### src/rtl/uart_tx_arbiter.sv
// uart_tx_arbiter: shares one uart_tx between two byte-stream requesters.
//   ch0 = memory dump stream, ch1 = status/acknowledge responder.
// Arbitration is round-robin per packet, so frames from the two channels
// never interleave on the transmitter.
// Optional build macro: UART_TX_ARB_LOCK_TIMEOUT_EN releases a lock whose
// owner has stopped presenting bytes for LOCK_TIMEOUT idle cycles.
//
// state      | meaning
// -----------+-----------------------------------------------------------
// IDLE       | pick a channel; grant when uart_tx is ready
// ISSUE      | one-cycle start pulse to uart_tx
// WAIT_BUSY  | wait for uart_tx to drop ready (bounded by BUSY_WAIT)
// WAIT_READY | wait for uart_tx to finish the byte
module uart_tx_arbiter #(
  parameter int DATA_SIZE    = 8,
  parameter int BUSY_WAIT    = 16,
  parameter int CNT_SIZE     = 5,
  parameter int LOCK_TIMEOUT = 31
) (
  input  logic                 i_clock,
  input  logic                 i_reset,
  input  logic                 i_req0_valid,
  input  logic [DATA_SIZE-1:0] i_req0_data,
  input  logic                 i_req0_last,
  output logic                 o_req0_ack,
  input  logic                 i_req1_valid,
  input  logic [DATA_SIZE-1:0] i_req1_data,
  input  logic                 i_req1_last,
  output logic                 o_req1_ack,
  input  logic                 i_tx_ready,
  output logic                 o_tx_start,
  output logic [DATA_SIZE-1:0] o_tx_data,
  output logic                 o_owner,
  output logic                 o_locked,
  output logic                 o_busy,
  output logic                 o_tx_error,
  output logic                 o_lock_timeout
);

  typedef enum logic [1:0] {
    IDLE       = 2'd0,
    ISSUE      = 2'd1,
    WAIT_BUSY  = 2'd2,
    WAIT_READY = 2'd3
  } state_t;

  state_t               r_state;
  state_t               w_next;
  logic [CNT_SIZE-1:0]  r_cnt;
  logic [DATA_SIZE-1:0] r_tx_data;
  logic                 r_owner;
  logic                 r_locked;
  // Channel that finished the most recent packet; the other one wins ties.
  logic                 r_rr_last;

  logic                 w_elig0;
  logic                 w_elig1;
  logic                 w_sel;
  logic                 w_sel_last;
  logic [DATA_SIZE-1:0] w_sel_data;
  logic                 w_grant;
  logic                 w_tx_start;
  logic                 w_tx_error;
  logic                 w_ack0;
  logic                 w_ack1;
  logic                 w_lock_to;

  // Candidate selection: a lock restricts eligibility to the owner.
  always_comb begin
    w_elig0    = i_req0_valid & (~r_locked | ~r_owner);
    w_elig1    = i_req1_valid & (~r_locked |  r_owner);
    w_sel      = (w_elig0 & w_elig1) ? ~r_rr_last : w_elig1;
    w_sel_last = w_sel ? i_req1_last : i_req0_last;
    w_sel_data = w_sel ? i_req1_data : i_req0_data;
    w_grant    = (r_state == IDLE) & ~i_reset & i_tx_ready & (w_elig0 | w_elig1);
  end

  // Next-state and pulse outputs; nothing pulses while reset is held.
  always_comb begin
    w_next     = r_state;
    w_tx_start = 1'b0;
    w_tx_error = 1'b0;
    w_ack0     = 1'b0;
    w_ack1     = 1'b0;
    if (!i_reset) begin
      case (r_state)
        IDLE: begin
          if (w_grant) begin
            w_ack0 = ~w_sel;
            w_ack1 = w_sel;
            w_next = ISSUE;
          end
        end
        ISSUE: begin
          w_tx_start = 1'b1;
          w_next     = WAIT_BUSY;
        end
        WAIT_BUSY: begin
          if (!i_tx_ready) begin
            w_next = WAIT_READY;
          end else if (r_cnt == CNT_SIZE'(BUSY_WAIT)) begin
            w_tx_error = 1'b1;
            w_next     = IDLE;
          end
        end
        WAIT_READY: begin
          if (i_tx_ready) w_next = IDLE;
        end
        default: w_next = IDLE;
      endcase
    end
  end

  // State register.
  always_ff @(posedge i_clock) begin
    if (i_reset) r_state <= IDLE;
    else         r_state <= w_next;
  end

  // Busy-wait counter: cleared on start, counts cycles uart_tx stays ready.
  always_ff @(posedge i_clock) begin
    if (i_reset)                                      r_cnt <= '0;
    else if (r_state == ISSUE)                        r_cnt <= '0;
    else if ((r_state == WAIT_BUSY) && i_tx_ready)    r_cnt <= r_cnt + 1'b1;
  end

  // Grant bookkeeping: data latch, owner, packet lock and rr pointer.
  always_ff @(posedge i_clock) begin
    if (i_reset) begin
      r_tx_data <= '0;
      r_owner   <= 1'b0;
      r_locked  <= 1'b0;
      r_rr_last <= 1'b1;
    end else if (w_grant) begin
      r_tx_data <= w_sel_data;
      r_owner   <= w_sel;
      r_locked  <= ~w_sel_last;
      if (w_sel_last) r_rr_last <= w_sel;
    end else if (w_lock_to) begin
      // Point rr at the stalled owner so the other channel wins next.
      r_locked  <= 1'b0;
      r_rr_last <= r_owner;
    end
  end

`ifdef UART_TX_ARB_LOCK_TIMEOUT_EN
  logic [CNT_SIZE-1:0] r_lock_cnt;
  logic                w_owner_valid;

  assign w_owner_valid = r_owner ? i_req1_valid : i_req0_valid;
  assign w_lock_to     = ~i_reset & (r_state == IDLE) & r_locked & ~w_owner_valid &
                         (r_lock_cnt == CNT_SIZE'(LOCK_TIMEOUT));

  // Counts idle cycles spent waiting on a silent lock owner.
  always_ff @(posedge i_clock) begin
    if (i_reset)                                   r_lock_cnt <= '0;
    else if (w_lock_to || !r_locked || w_owner_valid) r_lock_cnt <= '0;
    else if (r_state == IDLE)                      r_lock_cnt <= r_lock_cnt + 1'b1;
  end
`else
  // LOCK_TIMEOUT only matters when the timeout logic is built in.
  logic w_unused_lock_timeout;
  assign w_unused_lock_timeout = (LOCK_TIMEOUT > 0);
  assign w_lock_to             = 1'b0;
`endif

  assign o_req0_ack     = w_ack0;
  assign o_req1_ack     = w_ack1;
  assign o_tx_start     = w_tx_start;
  assign o_tx_error     = w_tx_error;
  assign o_tx_data      = r_tx_data;
  assign o_owner        = r_owner;
  assign o_locked       = r_locked;
  assign o_busy         = (r_state != IDLE);
  assign o_lock_timeout = w_lock_to;

endmodule

### config.mk
export PLATFORM = sky130hd
export DESIGN_NAME = uart_tx_arbiter
export DESIGN_NICKNAME = d
export VERILOG_FILES = /design/src/rtl/uart_tx_arbiter.sv
export SDC_FILE = /design/constraint.sdc
export NUM_CORES = 1
export LEC_CHECK = 0
export BUFFER_PORTS_ARGS = -buffer_cell sky130_fd_sc_hd__buf_2
export CORE_ASPECT_RATIO = 1.2
export CORE_MARGIN = 2
export CORE_UTILIZATION = 49
export CTS_CLUSTER_DIAMETER = 150
export DETAILED_ROUTE_END_ITERATION = 10
export PLACE_DENSITY = 0.87
export SYNTH_ARGS = -nofsm -noshare
export SYNTH_HDL_FRONTEND = slang
export SYNTH_SLANG_ARGS = --single-unit
### constraint.sdc
create_clock -name i_clock -period 2.7 [get_ports i_clock]
set_input_delay 0.27 -clock i_clock [delete_from_list [all_inputs] [get_ports i_clock]]
set_output_delay 0.27 -clock i_clock [all_outputs]
set_load 0.02 [all_outputs]
# == Word-level counts from Yosys, hierarchy flattened ==
# Index checks and enable logic that the tools add are counted.
# totals
reg_bits,18
in_bits,23
out_inout_bits,16
wordCells,55
# classes
addsub,1
n_eq_ne,7
n_mux,20
bitwise,15
reduce_logical,6
# ops
cell,count
$mux W1,14
$mux W2,4
$mux W8,1
$pmux W2 S4,1
$and A1 B1 Y1,6
$not A1 Y1,6
$add A5 B1 Y5 const B,1
$eq A5 B5 Y1 const B,1
$eq A2 B2 Y1 const B,2
$ne A2 B2 Y1 const B,2
$ne A3 B3 Y1 const B,1
$or A1 B1 Y1,3
$reduce_and A3 Y1,1
$eq A2 B1 Y1 const B,1
$logic_not A2 Y1,1
$reduce_and A2 Y1,1
$reduce_bool A2 Y1,1
$reduce_or A2 Y1,1
$logic_and A1 B1 Y1,1

# == Logic depth before layout (Yosys ltp) ==
# depth
word_depth,9
mapped_depth,6
mapped_depth_nobuf,6

# == Worst setup path before layout ==
# OpenSTA, ideal clock, no wires.
# synth_timing
kind,input to output
start,input i_reset
end,output o_req0_ack
t_arrival_ps,1672
required_time_ps,2430
slack_ps,758
path_stages,5
path_buffers,2
path_cell_list,buf_2 -> or4b_4 -> a211oi_4 -> buf_4 -> nor2b_1
# synth_via
elab_chain_len,7
# synth_lines
item,line_no,rtl
"start, declared",21,"input logic i_reset,"
$not A1 Y1,75,w_grant = (r_state == IDLE) & ~i_reset & i_tx_ready & (w_elig0 | w_elig1);
$and A1 B1 Y1 (3 in a row),75,
$mux W1,88,if (w_grant) begin
$mux W1,86,case (r_state)
$mux W1 (*),85,if (!i_reset) begin
"end, declared",25,"output logic o_req0_ack,"
# Every way passes the cells marked *; elsewhere a longest branch is shown, timed or not.

# == Worst setup path in the final report ==
# layout_timing
start,register r_state[0]
end,output o_req0_ack
# layout_via
elab_chain_len,7
# layout_lines
item,line_no,rtl
"start, declared",47,state_t r_state;
"start signal, assigned",117,else r_state <= w_next;
$logic_not A2 Y1 (*),"75, 86",
$and A1 B1 Y1 (3 in a row),75,
$mux W1,88,
$mux W1 (*),86,
$mux W1 (*),85,
# Marks and branches as above.

==> flow_summary.ini <==
[cells_and_area]
drive_gt1_share_pct = 37.3
syn2layout_area_growth_pct = 23.4
diodes = 0
multi_input_area_um2 = 515
n_fill_cell = 169
seq_area_um2 = 360
fin_cells = 153
nets = 160

[clock_tree]
clock_sink_count = 18
clock_latency_ns = 0.29
ctsHoldBuffers = 0
cts_buffers = 3
clock_path_buffers = 2
post_cts_buffers = 0
cts_tree = done
cts_resized = 0
htree_levels = 1
path_clk_slew_ns = 0.10
clockRootBuffer = clkbuf_4

[drt]
first_pass_iters = 4
viasPerCell = 5.27
first_iter_violations = 19
drc_errors = 0
drt-wirelength-per-cell_um = 13.1
antenna_left = 0
drt-total-wl_mm = 2.00
vias = 807

[synthesis]
yosys-top-cells-area = dfxtp_1 39%, mux2i_1 12%, nor2_1 7.7%
yosysSeqAreaShare_pct = 39.0
synth_most_common_cell = nor2_1
synth_cell_types = 31
synth_area_leader_cell = dfxtp_1
synth.top_cell.area_share_pct = 39.0
synthTopCellsByCount = 19 x nor2_1, 18 x dfxtp_1, 11 x mux2i_1
synth_fp_nets = 124
yosys_warnings = 0
syn-cell-area_um2 = 923
syn_inst = 99
yosys_most_used_dff = dfxtp_1
synth_edf_count = 0
ys_seq_elements = 18
async_reset_ff_share_pct = 0
avgSynthCellArea_um2 = 9.33

[sta]
skew_ns = 0.00531
max-slew-margin-rel_pct = 64.2
period_share_pct = 81.8
finalSetupViolations = 0
tightest_slew_ns = 0.537
hold-worst-slack_ns = 0.297
max_freq_mhz = 453
fin_crit_ns = 2.21
drv_slew = 0
finalSetupTns_ns = 0
hold_viol_final = 0
rsz0062_at_grt = false

[global_route]
grt_pass1_vias = 748
antenna_found_initial = 0
grt_pass1_wl_mm = 3.06
grt_overflow = 0
grt_usage_pct = 18.1
grt_max_degree = 18

[place]
portBuffers = 37
placed_cells = 149
place_congestion = 0.747
hpwl_mm = 1.56

[floorplanning]
initial_utilization_pct = 51.1
ios = 39
die_w_um = 43.6
row_count = 17
fp.dieH_um = 51.6
die_area_mm2 = 0.00225
core_mm2 = 0.00181

[critical_path]
cp.arrival_ns = 1.94
critPathLaunchType = register
cp_max_fo = 9
cp-end-kind = primary output
critical_path_class = reg2out
cp_data_required_time_ns = 2.43

[pwr]
p_leak_nw = 0.526
power.density_mw_per_mm2 = 513
ir_worst_vdd_mv = 0.445
report.power.total_w = 0.000585

[run]
drv_cap = 0

[run_status]
status = complete, no violations

[min_path]
hold_path.class = in2reg
## path summary, 6_finish.rpt
| check | start | end | slack [ns] | cells after the start |
|---|---|---|---|---|
| setup / recovery | r_state[0] | o_req0_ack | 0.49 | 4 |
| hold / removal | i_req1_last | o_locked | 0.30 | 3 |
| setup reg to reg | r_state[0] | o_tx_data[0] | 0.75 | 5 |
| hold reg to reg | o_tx_data[6] | o_tx_data[6] | 0.50 | 2 |
## area by class of cell
class                           count  share of cell area [%]
Inverter                            3                   0.988
Clock buffer                        4                    3.18
Sequential cell                    18                    31.6
Multi-Input combinational cell     71                    45.2
Tap cell                           19                    2.09
Timing Repair Buffer               38                    16.9
## through the flow
stage	instance area (um^2)	utilization (%)	setup WS [ns]
floorplan	923	-	0.758
global placement	1100	61.0	0.733
detailed placement	1100	61.0	0.650
CTS	1140	63.0	0.475
global route	1140	63.0	0.410
finish	1140	63.0	0.491
## worst max-delay path, cell delays in order (launching register included)
cell and delay (ns):
dfxtp_1 0.36, or4b_4 0.56, a211oi_4 0.38, nor2b_1 0.17, buf_2 0.17
## metal layers
layer  up-vias  track usage, %  share of wire (%)
met5         -               0                  0
met1       375            18.3                 40
met4         0            9.09               0.85
met2        22            34.8                 54
li1        408               -                  -
met3         2            2.43                5.3
## state kept, by name, summed over array words and instances (netlist names)
signal,count
r_state,2
o_tx_data,8
o_locked,1
r_cnt,5
o_owner,1
r_rr_last,1
## kinds of logic after synthesis
| kind of cell | Yosys count | share of synthesized area [%] |
|---|---|---|
| simple gates | 36 | 19.6 |
| other cells | 1 | 0.406 |
| mux | 12 | 13.1 |
| buf+inv | 10 | 5.15 |
| compound gates | 16 | 16.1 |
| xor+xnor | 4 | 3.79 |
| fa+ha+maj | 2 | 2.71 |
| flops | 18 | 39.0 |
## where the power goes
part	total (W)	internal (W)	switching (W)
clock network	0.000167	0.0000822	0.0000851
registers	0.000291	0.000280	0.0000113
logic	0.000127	0.0000547	0.0000722
## cells in the final DEF, fill, tap and decap left out
master     n
buf_2     37
nor2_1    19
dfxtp_1   18
mux2i_1   11
nand2_1    4
nand2b_1   4
a211oi_2   4
a211oi_1   4
inv_1      3
a21oi_1    3
xor2_1     3
clkbuf_4   3
nand4_1    2
ha_1       2
or2_2      1
o211a_1    1
or4b_4     1
a211oi_4   1
and2_1     1
nor2b_1    1
nor4bb_1   1
and3b_1    1
o21ai_0    1
mux2_2     1
a21boi_1   1
and3_1     1
a2111o_1   1
xnor2_1    1
conb_1     1
clkbuf_8   1
buf_4      1
Power figures use the tool's default switching activity.
